File: src/rtl/tx_header_chain_param_ble.sv
// BLE header transmit chain: header bits -> HEC -> whitening -> REP repetition -> BPSK/QPSK symbols.
// Defining TX_HDR_WHITEN_BYPASS_EN adds a whiten_bypass input that is latched on start.
module tx_header_chain_param_ble #(
   parameter int RE_IM_SIZE = 12,
   parameter int HDR_BITS   = 10,
   parameter int REP        = 3,
   parameter int AMP        = 1024,
   parameter int CNT_W      = 12
) (
   input  logic                  clk,
   input  logic                  reset,
   input  logic                  start,
   input  logic                  abort,
   input  logic [7:0]            uap,
   input  logic [5:0]            whiten_seed,
   input  logic                  qpsk_mode,
`ifdef TX_HDR_WHITEN_BYPASS_EN
   input  logic                  whiten_bypass,
`endif
   input  logic                  in_valid,
   output logic                  in_ready,
   input  logic                  in_data,
   output logic                  out_valid,
   input  logic                  out_ready,
   output logic [RE_IM_SIZE-1:0] data_out_real,
   output logic [RE_IM_SIZE-1:0] data_out_imag,
   output logic                  busy,
   output logic                  done,
   output logic [CNT_W-1:0]      sym_count
);

   typedef enum logic [1:0] {IDLE, HDR, HEC, FLUSH} state_t;

   localparam logic [RE_IM_SIZE-1:0] POS_AMP = RE_IM_SIZE'(AMP);
   localparam logic [RE_IM_SIZE-1:0] NEG_AMP = RE_IM_SIZE'(-AMP);

   state_t     state;
   logic [7:0] hec;
   logic [6:0] w;
   logic       qpsk_l;
   logic       bypass_l;
   logic       bypass_in;
   logic [6:0] hdr_cnt;
   logic [2:0] hec_cnt;
   logic       hold_valid;
   logic       hold_bit;
   logic [2:0] rep_cnt;
   logic       half_valid;
   logic       half_bit;

   logic out_free, take, last_take, can_load, hdr_acc, hec_load, pad_emit;
   logic src_bit, white_bit;

`ifdef TX_HDR_WHITEN_BYPASS_EN
   assign bypass_in = whiten_bypass;
`else
   assign bypass_in = 1'b0;
`endif

   function automatic logic [RE_IM_SIZE-1:0] sym_of(input logic b);
      return b ? NEG_AMP : POS_AMP;
   endfunction

   // The hold register feeds the symbol stage; QPSK parks the first bit of a pair in half_bit.
   assign out_free  = !out_valid || out_ready;
   assign take      = hold_valid && (qpsk_l ? (!half_valid || out_free) : out_free);
   assign last_take = take && (rep_cnt == 3'(REP - 1));
   assign can_load  = !hold_valid || last_take;
   assign in_ready  = (state == HDR) && can_load;
   assign hdr_acc   = in_ready && in_valid;
   assign hec_load  = (state == HEC) && can_load;
   assign src_bit   = (state == HEC) ? hec[7] : in_data;
   assign white_bit = bypass_l ? src_bit : (src_bit ^ w[6]);
   assign pad_emit  = (state == FLUSH) && qpsk_l && !hold_valid && half_valid && out_free;

   always_ff @(posedge clk) begin
      if (!reset) begin
         state         <= IDLE;
         hec           <= '0;
         w             <= '0;
         qpsk_l        <= 1'b0;
         bypass_l      <= 1'b0;
         hdr_cnt       <= '0;
         hec_cnt       <= '0;
         hold_valid    <= 1'b0;
         hold_bit      <= 1'b0;
         rep_cnt       <= '0;
         half_valid    <= 1'b0;
         half_bit      <= 1'b0;
         out_valid     <= 1'b0;
         data_out_real <= '0;
         data_out_imag <= '0;
         busy          <= 1'b0;
         done          <= 1'b0;
         sym_count     <= '0;
      end else begin
         done <= 1'b0;
         if (out_valid && out_ready && sym_count != '1)
            sym_count <= sym_count + 1'b1;
         case (state)
            IDLE: begin
               if (start) begin
                  hec        <= uap;
                  w          <= {1'b1, whiten_seed};
                  qpsk_l     <= qpsk_mode;
                  bypass_l   <= bypass_in;
                  hdr_cnt    <= '0;
                  hec_cnt    <= '0;
                  hold_valid <= 1'b0;
                  rep_cnt    <= '0;
                  half_valid <= 1'b0;
                  out_valid  <= 1'b0;
                  sym_count  <= '0;
                  busy       <= 1'b1;
                  state      <= HDR;
               end
            end
            default: begin
               if (abort) begin
                  hold_valid    <= 1'b0;
                  rep_cnt       <= '0;
                  half_valid    <= 1'b0;
                  out_valid     <= 1'b0;
                  data_out_real <= '0;
                  data_out_imag <= '0;
                  busy          <= 1'b0;
                  state         <= IDLE;
               end else begin
                  if (out_valid && out_ready)
                     out_valid <= 1'b0;
                  if (take) begin
                     if (last_take) begin
                        hold_valid <= 1'b0;
                        rep_cnt    <= '0;
                     end else begin
                        rep_cnt <= rep_cnt + 1'b1;
                     end
                     if (!qpsk_l) begin
                        out_valid     <= 1'b1;
                        data_out_real <= sym_of(hold_bit);
                        data_out_imag <= '0;
                     end else if (!half_valid) begin
                        half_valid <= 1'b1;
                        half_bit   <= hold_bit;
                     end else begin
                        out_valid     <= 1'b1;
                        data_out_real <= sym_of(half_bit);
                        data_out_imag <= sym_of(hold_bit);
                        half_valid    <= 1'b0;
                     end
                  end else if (pad_emit) begin
                     out_valid     <= 1'b1;
                     data_out_real <= sym_of(half_bit);
                     data_out_imag <= POS_AMP;
                     half_valid    <= 1'b0;
                  end
                  // A newly whitened bit refills the hold register and steps the whitening LFSR.
                  if (hdr_acc || hec_load) begin
                     hold_valid <= 1'b1;
                     hold_bit   <= white_bit;
                     rep_cnt    <= '0;
                     w          <= {w[5:4], w[3] ^ w[6], w[2:0], w[6]};
                  end
                  if (hdr_acc) begin
                     hec     <= {hec[6:0], 1'b0} ^ ((in_data ^ hec[7]) ? 8'hA7 : 8'h00);
                     hdr_cnt <= hdr_cnt + 1'b1;
                     if (hdr_cnt == 7'(HDR_BITS - 1))
                        state <= HEC;
                  end
                  if (hec_load) begin
                     hec     <= {hec[6:0], 1'b0};
                     hec_cnt <= hec_cnt + 1'b1;
                     if (hec_cnt == 3'd7)
                        state <= FLUSH;
                  end
                  if (state == FLUSH && out_valid && out_ready && !hold_valid && !half_valid) begin
                     done  <= 1'b1;
                     busy  <= 1'b0;
                     state <= IDLE;
                  end
               end
            end
         endcase
      end
   end

endmodule

File: config.mk
export PLATFORM = sky130hd
export DESIGN_NAME = tx_header_chain_param_ble
export DESIGN_NICKNAME = d
export VERILOG_FILES = /design/src/rtl/tx_header_chain_param_ble.sv
export SDC_FILE = /design/constraint.sdc
export NUM_CORES = 1
export LEC_CHECK = 0
export ABC_AREA = 1
export CAP_MARGIN = 20
export CORE_AREA = 3 3 65 97
export CTS_BUF_LIST = sky130_fd_sc_hd__clkbuf_2 sky130_fd_sc_hd__clkbuf_4 sky130_fd_sc_hd__clkbuf_8
export CTS_CLUSTER_SIZE = 20
export DETAILED_ROUTE_END_ITERATION = 8
export DIE_AREA = 0 0 68 100
export GPL_TIMING_DRIVEN = 0
export PLACE_DENSITY = 0.85
export SLEW_MARGIN = 20
export SYNTH_ARGS = -nofsm -noshare
export SYNTH_HDL_FRONTEND = slang
export SYNTH_SLANG_ARGS = --single-unit
File: constraint.sdc
create_clock -name clk -period 2.7 [get_ports clk]
set_input_delay 0.405 -clock clk [delete_from_list [all_inputs] [get_ports clk]]
set_output_delay 0.405 -clock clk [all_outputs]
set_load 0.01 [all_outputs]
==> results of run 1 <==
[registers in the layout (all words and copies together) (netlist names), 2 cells and up]
signal         count
sym_count         12
hec                8
hdr_cnt            7
w                  7
hec_cnt            3
rep_cnt            3
data_out_imag      2
data_out_real      2
state              2
[critical path, stage by stage (launching register included)]
cell	delay (ps)
dfxtp_1	340
inv_1	70
ha_1	140
inv_1	30
nor2_1	270
a21oi_4	110
nor3_1	180
clkdlybuf4s50_1	570
[worst min-delay path by stage]
stage / from / endpoint / slack [ps] / cells past startpoint
final: w[4]$_SDFFE_PN0P_ / w[4]$_SDFFE_PN0P_ / 470 / 2
after global routing: w[4]$_SDFFE_PN0P_ / w[4]$_SDFFE_PN0P_ / 490 / 2
after CTS: w[4]$_SDFFE_PN0P_ / w[4]$_SDFFE_PN0P_ / 460 / 2
after detailed placement: w[4]$_SDFFE_PN0P_ / w[4]$_SDFFE_PN0P_ / 450 / 2
after global placement: w[4]$_SDFFE_PN0P_ / w[4]$_SDFFE_PN0P_ / 440 / 2
after floorplan: w[4]$_SDFFE_PN0P_ / w[4]$_SDFFE_PN0P_ / 430 / 2
[kinds of logic after synthesis]
group	count (synthesis)
buf+inv	77
flops	54
simple gates	234
fa+ha+maj	7
compound gates	68
other cells	1
xor+xnor	16
[stage by stage]
stage | std cells | hold slack (ps) | setup WS (ps) | total power, mW
after floorplan | 476 | 430.6 | 1100 | 1.091
after global placement | 587 | 444.9 | 318.3 | 1.176
after detailed placement | 587 | 448.2 | 312.5 | 1.187
after CTS | 595 | 464.2 | 229.2 | 1.822
after global routing | 595 | 494.6 | 117.5 | 1.900
final | 595 | 466.2 | 276.6 | 1.819
[cell usage after synthesis, types with 2 or more instances]
cell type and count:
xor2_1 14, nor2_1 67, nand3_2 2, inv_2 6, a21oi_2 2, nand2_1 104
nor2_4 4, nand3_1 22, a211oi_1 2, a21oi_1 30, dfxtp_1 54, nand4_1 10
o21ai_0 19, inv_1 40, o21ai_1 8, o211ai_1 2, buf_6 2, nor3_1 9
buf_4 21, ha_1 7, or2_0 2, nor2_2 4, clkbuf_1 4, nand2_2 4
[layer usage]
metal	track usage	share of wire	wire [um]
met2	0.4205	0.55	4004
met5	0	0	0
met1	0.2377	0.37	2688
met3	0.03807	0.048	346
met4	0.09188	0.027	198
[power groups by stage]
stage          Sequential (mW)  Combinational, mW  Clock, mW
2_1_floorplan            0.874              0.217          0
3_3_place_gp             0.876              0.300          0
4_1_cts                  0.860              0.310      0.651
6_report                 0.861              0.312      0.647
5_1_grt                  0.865              0.349      0.685
3_5_place_dp             0.879              0.309          0
[final cells by class]
| cell class | count | area [sq um] |
|---|---|---|
| well taps | 70 | 87.58 |
| clock inverters | 3 | 68.82 |
| multi-input cells | 345 | 1739 |
| clock buffers | 5 | 68.82 |
| repair buffers | 41 | 410.4 |
| plain buffers | 29 | 203.9 |
| fillers | 515 | 1688 |
| flip-flops and latches | 54 | 1081 |
| inverters | 48 | 185.2 |
==> run summary, run 1 <==
GRT overflow: 0
combinational fraction of design power: 0.171
first-pass GRT wire length: 12100 um
Syn Area/Cell: 6.867 sq um
sw power: 486.0 uW
WS Path Type: reg -> out
final-report max-slew violation count: 0
Site Rows: 33
Int Pwr: 1.333 mW
Worst Setup End Kind: primary output
drc violations: 0
Total Wirelength: 7237 um
worst hold path class: reg -> reg
Initial DRC Count: 242
count of hold-fix buffers inserted at cts: 0
FF-to-FF setup slack: 780 ps
Synth Area in XOR/XNOR: 0.04705
share of post-route cells with drive strength above 1: 0.1143
routability cong.: 0.9087
Antenna Cells: 0
total setup buffers inserted after CTS: 0
Layout Skew: 10.33 ps
clk sink count: 54
Critical Path Source Type: flop
setup TNS: 0 ps
unique cell type count in the Yosys netlist: 42
clock transition at the registers of the reported paths: 100 ps
Sw Ratio: 0.2671
commonest non-fill, non-tap cell in the layout: nand2_1
Starting Density: 0.5672
Worst IR Drop VDD: 0.0004087 V
worst-case reg-to-reg path depth: 11
total CTS buffers: 5
largest family of logic cells by synthesized area: simple AND/OR/NAND/NOR gates
Die Area: 6800 sq um
Max Fclk: 412.6 MHz
critical path startpoint: rep_cnt[0]$_SDFFE_PN0P_
Tmin final: 2423 ps
post-layout util: 0.6949
RSZ-0062 raised after global routing: no
Seq pwr share: 0.473
Placement Cell Area: 3707 sq um
final setup vio count: 0
Worst-Margin Slew: 539.1 ps
routed vias: 3048
initial antenna violation count: 0
DRT antenna net count: 0
I/O pin count: 62
core area: 5533 sq um
Tcrit/Tclk final: 0.8976
static leakage: 1.688 nW
Die Ht: 100 um
IO Port Bufs: 41
FF+latch count, synth: 54
crit path capture: in_ready
CTS HTree Levels: 2
layout net count: 553
outcome: complete, no violations
Synth Cell Area: 3138 sq um
TritonCTS clock tree: built
Synth warnings: 0
cell taking the most area after synthesis: dfxtp_1
power per cell area: 473.2 nW/um^2
Synth area leaders: dfxtp_1, nand2_1, nor2_1
sequential share of the synthesized area: 0.3445
worst flop-to-flop path endpoint: hold_bit$_SDFFE_PN0P_
Wirelength per Cell: 12.16 um
share of the synthesized area in the top cell type: 0.3445
mux cell area share after synthesis: 0
Root Buffer: clkbuf_8
Clk network pwr share: 0.355
crit path max fanout: 3
CP Data Required Time: 2300 ps
HPWL after detailed placement: 5572 um
EDFF count, synth: 0
largest net degree at the start of global routing: 18
Async SR Flop Fraction: 0
Arr. time, crit path: 2020 ps
worst reg2reg startpoint: rep_cnt[0]$_SDFFE_PN0P_
clock latency on the worst-skew pair: 310 ps
drt pass-1 iters: 4
Total Routing Usage GR: 0.2251
Synth Area in Compound Gates: 0.1216
Cells after Synth: 457
Slew headroom: 0.6406
ys flop type: dfxtp_1
Post-Synth Simple-Gate Area: 0.3337
post-route cell area: 3845 sq um
DR vias/cell: 5.123
most frequent cells in the layout: nand2_1, nor2_1, dfxtp_1, clkdlybuf4s50_1, inv_1
max cap viols: 0
Final Hold Viols: 0
post-CTS sizing: 0
post-synthesis adder-cell area fraction: 0.02791
Max clock buf depth: 2
area added between synthesis and finish: 22.53%
Die W: 68 um
vias in the first global route: 2789
(Power assumes the default switching activity.)
==> inputs of run 2 (changes only) <==
- GPL_ROUTABILITY_DRIVEN: not set -> 0
==> results of run 2 <==
The final DEF is identical to that of run 1; final timing and power are the same.
==> inputs of run 3 (changes only) <==
- RECOVER_POWER: not set -> 100
==> run 3 against run 2 <==
Net effect:
- die area stayed put
- clock skew up 0.52 ps
- cell count unchanged
- count of clock-buffer cells in the layout unchanged
- clock power about the same
- register-to-register slack worse by 410 ps
- cell area down 1.6%
- via count up 1.6%
- combinational power shrank 3%
- flip-flop and latch count did not move
- highest routed layer unchanged
- core utilization is 1.1 points lower
- critical path depth down 1
- critical endpoint unchanged
==> run summary, run 3 (synthesis results as in run 1) <==
clock latency on the worst-skew pair: 310 ps
total setup buffers inserted after CTS: 0
Tmin final: 2528 ps
commonest non-fill, non-tap cell in the layout: nand2_1
Largest Register: sym_count
Worst-Margin Slew: 594.4 ps
vias in the first global route: 2789
Starting Density: 0.5672
post-CTS sizing: 0
final-report max-slew violation count: 0
largest net degree at the start of global routing: 18
Clk network pwr share: 0.357
worst path cell trace: dlygate4sd3_1 -> nor2_4 -> nand2_2 -> a21oi_4 -> nor3_1 -> dlygate4sd3_1
DR vias/cell: 5.203
Critical Path Stages: 6
Final Hold Viols: 0
Placement Cell Area: 3707 sq um
Max clock buf depth: 2
Largest regs: sym_count: 12 flops, hec: 8 flops
WS Path Type: in -> out
Max Fclk: 395.6 MHz
worst hold path class: reg -> reg
Total Wirelength: 7222 um
core area: 5533 sq um
HPWL after detailed placement: 5572 um
most frequent cells in the layout: nand2_1, nor2_1, dfxtp_1, inv_1, a21oi_1
Root Buffer: clkbuf_8
post-layout power: 1.808 mW
Die Ht: 100 um
Seq pwr share: 0.476
Total Routing Usage GR: 0.2251
Die W: 68 um
Wirelength per Cell: 12.14 um
Arr. time, crit path: 2120 ps
Sw Ratio: 0.2664
setup TNS: 0 ps
Slew headroom: 0.6023
clk sink count: 54
routed vias: 3096
TritonCTS clock tree: built
count of hold-fix buffers inserted at cts: 0
share of post-route cells with drive strength above 1: 0.09524
Antenna Cells: 0
Post-Layout Cell Count: 595
power per cell area: 477.7 nW/um^2
final setup vio count: 0
Worst IR Drop VDD: 0.0004078 V
drc violations: 0
area added between synthesis and finish: 20.61%
Critical Path Source Type: primary input
crit path max fanout: 4
clock transition at the registers of the reported paths: 100 ps
Die Area: 6800 sq um
first-pass GRT wire length: 12100 um
Inst Count DP: 587
layout net count: 553
Worst Setup End Kind: primary output
Layout Skew: 10.85 ps
Initial DRC Count: 269
static leakage: 1.727 nW
worst hold-check slack: 465.8 ps
CP most frequent cell: dlygate4sd3_1
Site Rows: 33
drt pass-1 iters: 4
CTS HTree Levels: 2
max reg flops: 12
initial antenna violation count: 0
Int Pwr: 1.326 mW
RSZ-0062 raised after global routing: no
combinational fraction of design power: 0.167
sw power: 481.6 uW
DRT antenna net count: 0
I/O pin count: 62
pre-CTS setup slack: 312.5 ps
WP buf/inv: 2
Tcrit/Tclk final: 0.9363
filler cell count: 530
max cap viols: 0
worst-case reg-to-reg path depth: 12
Cells on Worst Hold Path: 2
total CTS buffers: 5
family with the most delay on the worst path: buffers and inverters
CP Data Required Time: 2300 ps
post-layout util: 0.6841
post-route cell area: 3785 sq um
outcome: complete, no violations
slowest CP cell: dlygate4sd3_1
GRT overflow: 0
IO Port Bufs: 41
Max stage delay on crit path: 610 ps
worst setup margin: 172.1 ps
-- run 3: layout make-up --
cell class                      instances  area, sq um  area share
Timing Repair Buffer                   41        410.4      0.1084
Clock inverter                          3        68.82     0.01818
Buffer                                 29        193.9     0.05124
Tap cell                               70        87.58     0.02314
Clock buffer                            5        68.82     0.01818
Multi-Input combinational cell        345         1689      0.4463
Inverter                               48        185.2     0.04893
Sequential cell                        54         1081      0.2856
-- run 3: worst reg2reg max path, delay by kind of cell (launching register included) --
| kind | cells | cell delay, ps |
|---|---|---|
| compound gates | 1 | 100 |
| fa+ha+maj | 1 | 140 |
| buf+inv | 3 | 400 |
| flops | 1 | 340 |
| simple gates | 7 | 1260 |
-- run 3: metal layers --
metal	part of all wire	track usage	up-vias
li1	-	-	1568
met1	0.37	0.2377	1397
met2	0.54	0.4205	103
met3	0.050	0.03807	28
met4	0.038	0.09188	0
met5	0	0	-
-- run 3: power groups by stage --
stage | Combinational, mW | Clock [mW] | Sequential [mW]
6_report | 0.302 | 0.646 | 0.861
2_1_floorplan | 0.217 | 0 | 0.874
3_5_place_dp | 0.309 | 0 | 0.879
5_1_grt | 0.338 | 0.685 | 0.865
3_3_place_gp | 0.300 | 0 | 0.876
4_1_cts | 0.310 | 0.651 | 0.860
-- run 3: path summary, 6_finish.rpt --
kind	endpoint	slack, ps	startpoint
max	in_ready	170	out_ready
min	w[4]$_SDFFE_PN0P_	470	w[4]$_SDFFE_PN0P_
max reg2reg	hec[5]$_SDFFE_PN0P_	370	rep_cnt[0]$_SDFFE_PN0P_
min reg2reg	w[4]$_SDFFE_PN0P_	470	w[4]$_SDFFE_PN0P_
